[src/rtl/rr_control_merge_pkg.sv]
// Shared handshake helpers: elaboration-time clog2 and the pending-flag part of the merge slot record.
package handshake_pkg;

    function automatic int unsigned clog2(input int unsigned value);
        int unsigned w;
        w = 0;
        while ((64'd1 << w) < 64'(value)) begin
            w++;
        end
        return w;
    endfunction

    // One flag per eagerly forked copy still owed to its consumer.
    typedef struct packed {
        logic pend_o;
        logic pend_i;
    } pend_t;

endpackage

[src/rtl/rr_control_merge_if.sv]
// Handshake bundle of rr_control_merge: SIZE input channels plus forked data and index outputs.
interface rr_control_merge_if #(
    parameter int unsigned SIZE        = 2,
    parameter int unsigned DATA_WIDTH  = 32,
    parameter int unsigned INDEX_WIDTH = 1
);
    logic [SIZE*DATA_WIDTH-1:0] ins;
    logic [SIZE-1:0]            ins_valid;
    logic [SIZE-1:0]            ins_ready;
    logic [DATA_WIDTH-1:0]      outs;
    logic                       outs_valid;
    logic                       outs_ready;
    logic [INDEX_WIDTH-1:0]     index;
    logic                       index_valid;
    logic                       index_ready;

    modport master (
        output ins, ins_valid, outs_ready, index_ready,
        input  ins_ready, outs, outs_valid, index, index_valid
    );

    modport slave (
        input  ins, ins_valid, outs_ready, index_ready,
        output ins_ready, outs, outs_valid, index, index_valid
    );
endinterface

[src/rtl/rr_control_merge_rr_arbiter.sv]
// Combinational rotating-priority arbiter: first requester at or after i_ptr, wrapping modulo SIZE.
module rr_arbiter
    import handshake_pkg::*;
#(
    parameter int unsigned SIZE = 2
)(
    input  logic [SIZE-1:0]        i_req,
    input  logic [clog2(SIZE)-1:0] i_ptr,
    output logic [SIZE-1:0]        o_grant_oh,
    output logic [clog2(SIZE)-1:0] o_grant_idx
);
    localparam int unsigned PTR_W = clog2(SIZE);

    logic [PTR_W:0] w_sum;
    logic           w_found;

    always_comb begin
        o_grant_oh  = '0;
        o_grant_idx = '0;
        w_found     = 1'b0;
        w_sum       = '0;
        for (int unsigned k = 0; k < SIZE; k++) begin
            // ptr + k never exceeds 2*SIZE-2, so one conditional subtract is the modulo.
            w_sum = {1'b0, i_ptr} + (PTR_W+1)'(k);
            if (w_sum >= (PTR_W+1)'(SIZE)) begin
                w_sum = w_sum - (PTR_W+1)'(SIZE);
            end
            if (!w_found && i_req[w_sum[PTR_W-1:0]]) begin
                w_found                      = 1'b1;
                o_grant_idx                  = w_sum[PTR_W-1:0];
                o_grant_oh[w_sum[PTR_W-1:0]] = 1'b1;
            end
        end
    end
endmodule

[src/rtl/rr_control_merge.sv]
// Control merge of SIZE channels into a one-slot buffer whose data and winning index are forked eagerly.
// RR_CONTROL_MERGE_ROUND_ROBIN_EN selects rotating priority; undefined gives fixed lowest-index priority.
module rr_control_merge
    import handshake_pkg::*;
#(
    parameter int unsigned SIZE        = 2,
    parameter int unsigned DATA_WIDTH  = 32,
    parameter int unsigned INDEX_WIDTH = 1
)(
    input  logic              clk,
    input  logic              rst,
    rr_control_merge_if.slave bus
);
    localparam int unsigned PTR_W = clog2(SIZE);

    if (SIZE < 2) begin : g_bad_size
        $error("rr_control_merge: SIZE must be at least 2");
    end
    if (INDEX_WIDTH < PTR_W) begin : g_bad_index
        $error("rr_control_merge: INDEX_WIDTH is narrower than clog2(SIZE)");
    end

    typedef struct packed {
        logic [DATA_WIDTH-1:0]  data;
        logic [INDEX_WIDTH-1:0] idx;
        pend_t                  pend;
    } slot_t;

    slot_t                 r_slot;
    logic [PTR_W-1:0]      w_ptr;
    logic [SIZE-1:0]       w_grant_oh;
    logic [PTR_W-1:0]      w_grant_idx;
    logic [DATA_WIDTH-1:0] w_sel_data;
    logic                  w_free;
    logic                  w_accept;

    rr_arbiter #(
        .SIZE (SIZE)
    ) u_arbiter (
        .i_req       (bus.ins_valid),
        .i_ptr       (w_ptr),
        .o_grant_oh  (w_grant_oh),
        .o_grant_idx (w_grant_idx)
    );

    // Gated by rst so no channel sees ready while the block is held in reset.
    assign w_free   = rst
                    & (!r_slot.pend.pend_o | bus.outs_ready)
                    & (!r_slot.pend.pend_i | bus.index_ready);
    assign w_accept = w_free & (|bus.ins_valid);

    always_comb begin
        w_sel_data = '0;
        for (int unsigned i = 0; i < SIZE; i++) begin
            if (w_grant_oh[i]) begin
                w_sel_data = bus.ins[i*DATA_WIDTH +: DATA_WIDTH];
            end
        end
    end

    always_ff @(posedge clk or negedge rst) begin
        if (!rst) begin
            r_slot <= '0;
        end else if (w_accept) begin
            r_slot.data        <= w_sel_data;
            r_slot.idx         <= INDEX_WIDTH'(w_grant_idx);
            r_slot.pend.pend_o <= 1'b1;
            r_slot.pend.pend_i <= 1'b1;
        end else if (w_free) begin
            r_slot.pend <= '0;
        end else begin
            if (bus.outs_ready) begin
                r_slot.pend.pend_o <= 1'b0;
            end
            if (bus.index_ready) begin
                r_slot.pend.pend_i <= 1'b0;
            end
        end
    end

`ifdef RR_CONTROL_MERGE_ROUND_ROBIN_EN
    logic [PTR_W-1:0] r_ptr;
    logic [PTR_W-1:0] w_ptr_next;

    assign w_ptr_next = (w_grant_idx == PTR_W'(SIZE - 1)) ? '0 : w_grant_idx + 1'b1;
    assign w_ptr      = r_ptr;

    always_ff @(posedge clk or negedge rst) begin
        if (!rst) begin
            r_ptr <= '0;
        end else if (w_accept) begin
            r_ptr <= w_ptr_next;
        end
    end
`else
    assign w_ptr = '0;
`endif

    assign bus.ins_ready   = w_grant_oh & {SIZE{w_free}};
    assign bus.outs        = r_slot.data;
    assign bus.outs_valid  = r_slot.pend.pend_o;
    assign bus.index       = r_slot.idx;
    assign bus.index_valid = r_slot.pend.pend_i;
endmodule

[src/flat_wrapper.sv]
// flat-port wrapper written by rule: the top's interface ports become plain ports
module rr_control_merge_flat import handshake_pkg::*;
#(
    parameter int unsigned SIZE        = 2,
    parameter int unsigned DATA_WIDTH  = 32,
    parameter int unsigned INDEX_WIDTH = 1
)
  (clk, rst, bus_ins, bus_ins_valid, bus_outs_ready, bus_index_ready, bus_ins_ready, bus_outs, bus_outs_valid, bus_index, bus_index_valid);
  rr_control_merge_if #(.SIZE(SIZE), .DATA_WIDTH(DATA_WIDTH), .INDEX_WIDTH(INDEX_WIDTH)) bus_i ();
  input  logic clk;
  input  logic rst;
  input wire logic [$bits(bus_i.ins)-1:0] bus_ins;
  input wire logic [$bits(bus_i.ins_valid)-1:0] bus_ins_valid;
  input wire logic [$bits(bus_i.outs_ready)-1:0] bus_outs_ready;
  input wire logic [$bits(bus_i.index_ready)-1:0] bus_index_ready;
  output wire logic [$bits(bus_i.ins_ready)-1:0] bus_ins_ready;
  output wire logic [$bits(bus_i.outs)-1:0] bus_outs;
  output wire logic [$bits(bus_i.outs_valid)-1:0] bus_outs_valid;
  output wire logic [$bits(bus_i.index)-1:0] bus_index;
  output wire logic [$bits(bus_i.index_valid)-1:0] bus_index_valid;
  assign bus_i.ins = bus_ins;
  assign bus_i.ins_valid = bus_ins_valid;
  assign bus_i.outs_ready = bus_outs_ready;
  assign bus_i.index_ready = bus_index_ready;
  assign bus_ins_ready = bus_i.ins_ready;
  assign bus_outs = bus_i.outs;
  assign bus_outs_valid = bus_i.outs_valid;
  assign bus_index = bus_i.index;
  assign bus_index_valid = bus_i.index_valid;
  rr_control_merge #(.SIZE(SIZE), .DATA_WIDTH(DATA_WIDTH), .INDEX_WIDTH(INDEX_WIDTH)) u_core (.clk(clk), .rst(rst), .bus(bus_i));
endmodule
[config.mk]
export PLATFORM = sky130hd
export DESIGN_NAME = rr_control_merge_flat
export DESIGN_NICKNAME = d
export VERILOG_FILES = /design/src/rtl/rr_control_merge_pkg.sv /design/src/rtl/rr_control_merge_if.sv /design/src/rtl/rr_control_merge_rr_arbiter.sv /design/src/rtl/rr_control_merge.sv /design/src/flat_wrapper.sv
export SDC_FILE = /design/constraint.sdc
export NUM_CORES = 1
export LEC_CHECK = 0
export CAP_MARGIN = 25
export CORE_UTILIZATION = 46
export DETAILED_ROUTE_END_ITERATION = 7
export PLACE_DENSITY_LB_ADDON = 0.25
export SLEW_MARGIN = 20
export SYNTH_ARGS = -nofsm -noshare
export SYNTH_HDL_FRONTEND = slang
export SYNTH_SLANG_ARGS = --single-unit
[constraint.sdc]
create_clock -name clk -period 3.65 [get_ports clk]
set_input_delay 0.73 -clock clk [delete_from_list [all_inputs] [get_ports clk]]
set_output_delay 0.73 -clock clk [all_outputs]
set_load 0.03 [all_outputs]
==> impl_metrics.toml, run 1 <==
[global_route]
grt-ovfl-total = 0
grt_pass1_wl_um = 10790
grt_max_degree = 61
grt_antenna_before_repair = 0
grtUsageTotal = 0.2519
grt_pass1_vias = 2172

[cells_and_area]
n_antenna_cell = 0
final_cells = 402
n_fill_cell = 424
areaGrowthSynthToFinish_pct = 45.82
final_area_um2 = 3600
multi_input_area_um2 = 1277
drive_gt1_frac = 0.2530
layout.area.seq_um2 = 875.8
nNetsFinal = 401

[die]
die_w_um = 75.26
die_h_um = 75.26
rows = 26
dieArea_um2 = 5663
pin_count = 107
placeableCoreArea_um2 = 5140
initial_core_util = 0.4803

[placed_design]
dp_cells = 394
hpwl_um = 4433
placed_cell_area_um2 = 3500
io_buffers = 106
globalplace.congestion = 0.7092

[sta]
skew_ns = 0.005275
max_freq_mhz = 356.5
finalMaxSlewViolations = 0
period_share = 0.7686
period_minus_slack_ns = 2.805
final_hold_viol_count = 0
setup_viol = 0
fin_setup_tns_ns = 0
tightest_slew_ns = 0.7514
slew_headroom = 0.4991
rsz0062_at_grt = "false"

[power_and_ir_drop]
peakVddDrop_mv = 0.2661
power_density_nw_per_um2 = 493.8
clkPwrFrac = 0.173
swShare = 0.3864
power.leakage_nw = 1.478
p_seq_frac = 0.321
p_sw_mw = 0.6869
internal-power_mw = 1.091
p_comb_frac = 0.506
finalPower_mw = 1.778

[cts]
clock-sinks = 35
cts_setup_buffers = 0
clock_latency_ns = 0.28
cts_tree = "built"
clk_pin_slew_ns = 0.07
numCtsBuffers = 5
root_buffer = "clkbuf_8"
cts.repair.resized = 0
h-tree-depth = 2
cts.path.max_buffers = 2
holdBufCountCts = 0

[route]
routed_wirelength_um = 6820
route.detailed.drc = 0
drt_iter0_markers = 133
wl_per_cell_um = 16.97
avgViaCountPerCell = 5.799
postRouteAntennaNets = 0
vias = 2331
first_pass_iters = 4

[yosys]
ys_seq_area_frac = 0.3548
synth_ff_type = "dfrtp_1"
syn_area_um2 = 2469
synth.most_common_cell = "dfrtp_1"
syn_inst = 239
synth_edf_count = 0
synth_area_per_cell_um2 = 10.33
async_flop_share = 1.000
synth.area.top_cells = "dfrtp_1 (35%), o41ai_2 (9.9%), a221oi_1 (8.2%), or2_2 (7.3%), nor4_1 (5.8%)"
syn-num-nets = 309
synth_top_area_share = 0.3548
ys_types = 30
ys_ff_latch = 35
yosysTopAreaCell = "dfrtp_1"
yosysWarnings = 0
synthTopCellsByCount = "dfrtp_1 (35), inv_1 (32), or2_2 (29), a221oi_1 (23), nor4_1 (23)"

[worst_setup_path]
critPathSlowestCell = "clkdlybuf4s50_1"
endpoint_kind = "primary output"
cp_data_arrival_time_ns = 2.08
worstSetupPathType = "input port to primary output"
worst_setup_path_start_kind = "input port"
crit_fanout = 29
critPathRequiredTime_ns = 2.92
path_common_cell = "buf_4"
max_stage_delay_ns = 0.52
path_cells = "clkdlybuf4s50_1 > nor2b_4 > buf_4 > nor3_2 > buf_4"

[hold_path]
hold_path_class = "input port to asynchronous set/reset pin"

[run_status]
outcome = "finished clean"

[flow_run]
cap_violations = 0
[cell usage in the layout (no fill, tap or decap), drive strengths merged]
cell type and n:
clkdlybuf4s50 103, o41ai 30, a21oi 1, nor2 2, or2b 2, nor4 30, or3 1, nor2b 2
or2 30, o21ai 2, dfrtp 35, clkbuf 8, nand3 1, nand2 2, a221oi 30, and3b 2
nor3b 2, nor3 1, inv 32, a221o 2, a41o 2, buf 12
[kinds of logic after synthesis]
group | synth area share
AND/OR/NAND/NOR | 0.2139
AO/OA/AOI/OAI | 0.2985
buffers and inverters | 0.1328
flip-flops | 0.3548
[power by group through the flow]
| stage | Combinational (mW) | Sequential (mW) | Clock (mW) |
|---|---|---|---|
| floorplan | 0.346 | 0.776 | 0 |
| global placement | 0.883 | 0.572 | 0 |
| detailed placement | 0.902 | 0.574 | 0 |
| CTS | 0.904 | 0.569 | 0.315 |
| global route | 0.962 | 0.585 | 0.328 |
| finish | 0.900 | 0.570 | 0.308 |
[stage by stage]
step	util	setup slack [ns]	hold slack (ns)
floorplan	-	1.235	0.4344
global placement	0.6755	0.8759	0.5201
detailed placement	0.6809	0.8687	0.5073
CTS	0.7003	0.8651	0.3654
global route	0.7003	0.7930	0.3747
finish	0.7003	0.8447	0.3636
[worst paths after layout]
| path | depth (start not counted) | slack (ns) | from | to |
|---|---|---|---|---|
| max in group asynchronous | 2 | 2.63 | rst | u_core.bus.outs[24] |
| worst max-delay path | 5 | 0.84 | bus_outs_ready | bus_ins_ready[0] |
| worst min register to register | 2 | 0.51 | u_core.bus.index | u_core.bus.index |
| worst min-delay path | 1 | 0.36 | rst | u_core.bus.index_valid |
| worst max register to register | 4 | 1.78 | u_core.bus.index_valid | u_core.bus.outs[5] |
| min in group clk | 2 | 0.51 | u_core.bus.index | u_core.bus.index |
[layer usage]
metal | routed length (um) | track usage | vias to the layer above
met5 | 0 | 0 | -
met4 | 36 | 0.04527 | 0
met3 | 403 | 0.05355 | 4
met2 | 3278 | 0.4244 | 74
met1 | 3102 | 0.3386 | 1144
li1 | - | - | 1109
[critical path: cells and delay by family]
| kind | cells | cell delay, ns |
|---|---|---|
| buffers and inverters | 3 | 0.98 |
| and+or+nand+nor | 2 | 0.37 |
[registers in the layout (all words and copies together), names as in the netlist]
name / flops
u_core.bus.outs: 32
u_core.bus.outs_valid: 1
u_core.bus.index: 1
u_core.bus.index_valid: 1
[final cells by class]
cell class                 instances  area share
timing repair buffer             115      0.3163
clock buffer                       8     0.02781
multi-input combinational        142      0.3549
tap                               70     0.02433
inverter                          32     0.03337
sequential                        35      0.2433
No activity file was read; power rests on OpenSTA's default activity.
==> run 2: changes to the inputs <==
- CORE_UTILIZATION: 46 -> 43
- clock period: 3.65 -> 2.9 ns (I/O delays scaled with it)
==> impl_metrics.toml, run 2 (synthesis gave the netlist of run 1 again) <==
[run_status]
outcome = "finished clean"

[power_and_ir_drop]
finalPower_mw = 2.246
power_density_nw_per_um2 = 619.6
peakVddDrop_mv = 0.4118
power.leakage_nw = 1.493

[cells_and_area]
n_antenna_cell = 0
drive_gt1_frac = 0.2597
final_core_util = 0.6583
final_cells = 407
areaGrowthSynthToFinish_pct = 46.83
largest_register_ffs = 32
layout_commonest_cell = "clkdlybuf4s50_1"
layout_common_cells = "clkdlybuf4s50_1 (103), dfrtp_1 (35), inv_1 (32)"
nNetsFinal = 404

[global_route]
grt_pass1_vias = 2230
grtUsageTotal = 0.2344
grt_antenna_before_repair = 0
grt_max_degree = 36
grt-ovfl-total = 0
grt_pass1_wl_um = 11290

[cts]
numCtsBuffers = 5
clk_pin_slew_ns = 0.07
clock_latency_ns = 0.28
cts_tree = "built"
cts.path.max_buffers = 2
clock-sinks = 35
h-tree-depth = 2
cts_setup_buffers = 0
holdBufCountCts = 0
root_buffer = "clkbuf_8"
cts.repair.resized = 0

[route]
wl_met3_um = 371
drt_iter0_markers = 134
wl_met2_um = 3386
wl_per_cell_um = 17.34
route.detailed.drc = 0
postRouteAntennaNets = 0
vias = 2324
routed.top_layer = "met4"
avgViaCountPerCell = 5.710
routed_wirelength_um = 7056
first_pass_iters = 5
drt-met1-wl_um = 3166

[placed_design]
dp_cells = 399
globalplace.congestion = 0.7534
hpwl_um = 4710
io_buffers = 106

[worst_setup_path]
critPathRequiredTime_ns = 2.32
cp_data_arrival_time_ns = 1.84
endpoint_kind = "primary output"
worst_setup_path_start_kind = "input port"
reg2reg_slack_ns = 1.26
crit_fanout = 4
worstSetupPathType = "input port to primary output"

[hold_path]
hold_path_class = "input port to asynchronous set/reset pin"

[die]
pin_count = 107
placeableCoreArea_um2 = 5507
die_w_um = 77.77
rows = 27
dieArea_um2 = 6048
die_h_um = 77.77
initial_core_util = 0.4483

[sta]
fin_setup_tns_ns = 0
final_hold_viol_count = 0
period_minus_slack_ns = 2.418
rsz0062_at_grt = "false"
hold_ws_ns = 0.1587
period_share = 0.8339
finalMaxSlewViolations = 0
skew_ns = 0.004491
max_freq_mhz = 413.5
slew_headroom = 0.5255
tightest_slew_ns = 0.7109
setup_viol = 0

[flow_run]
cap_violations = 0
## run 2: stage by stage
stage               area, um2  setup slack, ns
floorplan                2469           0.7413
global placement         3497           0.4924
detailed placement       3525           0.4828
CTS                      3625           0.4789
global route             3625           0.4257
finish                   3625           0.4816
## run 2: area by class of cell
class | count | area, um2
multi-input cells | 142 | 1277
repair buffers | 118 | 1161
inverters | 32 | 120.1
flip-flops and latches | 35 | 875.8
fillers | 451 | 1882
well taps | 72 | 90.09
clock buffers | 8 | 100.1
## run 2: power by group
part,leakage (nW),switching (mW),internal (mW)
Combinational,1.04,0.596,0.540
Sequential,0.403,0.0963,0.621
Clock,0.0515,0.176,0.217
## run 2: final timing paths
| check | from | end | cells after the start |
|---|---|---|---|
| worst max-delay path | bus_outs_ready | bus_ins_ready[1] | 5 |
| worst min-delay path | rst | u_core.bus.outs[31] | 1 |
| worst max register to register | u_core.bus.index_valid | u_core.bus.outs[20] | 4 |
| worst min register to register | u_core.bus.index | u_core.bus.index | 2 |
| max in group asynchronous | rst | u_core.bus.outs[2] | 2 |
| min in group clk | u_core.bus.index | u_core.bus.index | 2 |
## run 2: worst max-delay path, cell delays in order
cell and delay (ns):
clkdlybuf4s50_1 0.53, nor2b_4 0.07, or3_1 0.39, nor2_1 0.10, buf_4 0.17
## run 2: metal layers
metal  track usage  vias up
met2        0.3619       84
met3       0.03882       16
met1        0.3316     1110
met4       0.07547        0
met5             0        -
li1              -     1114
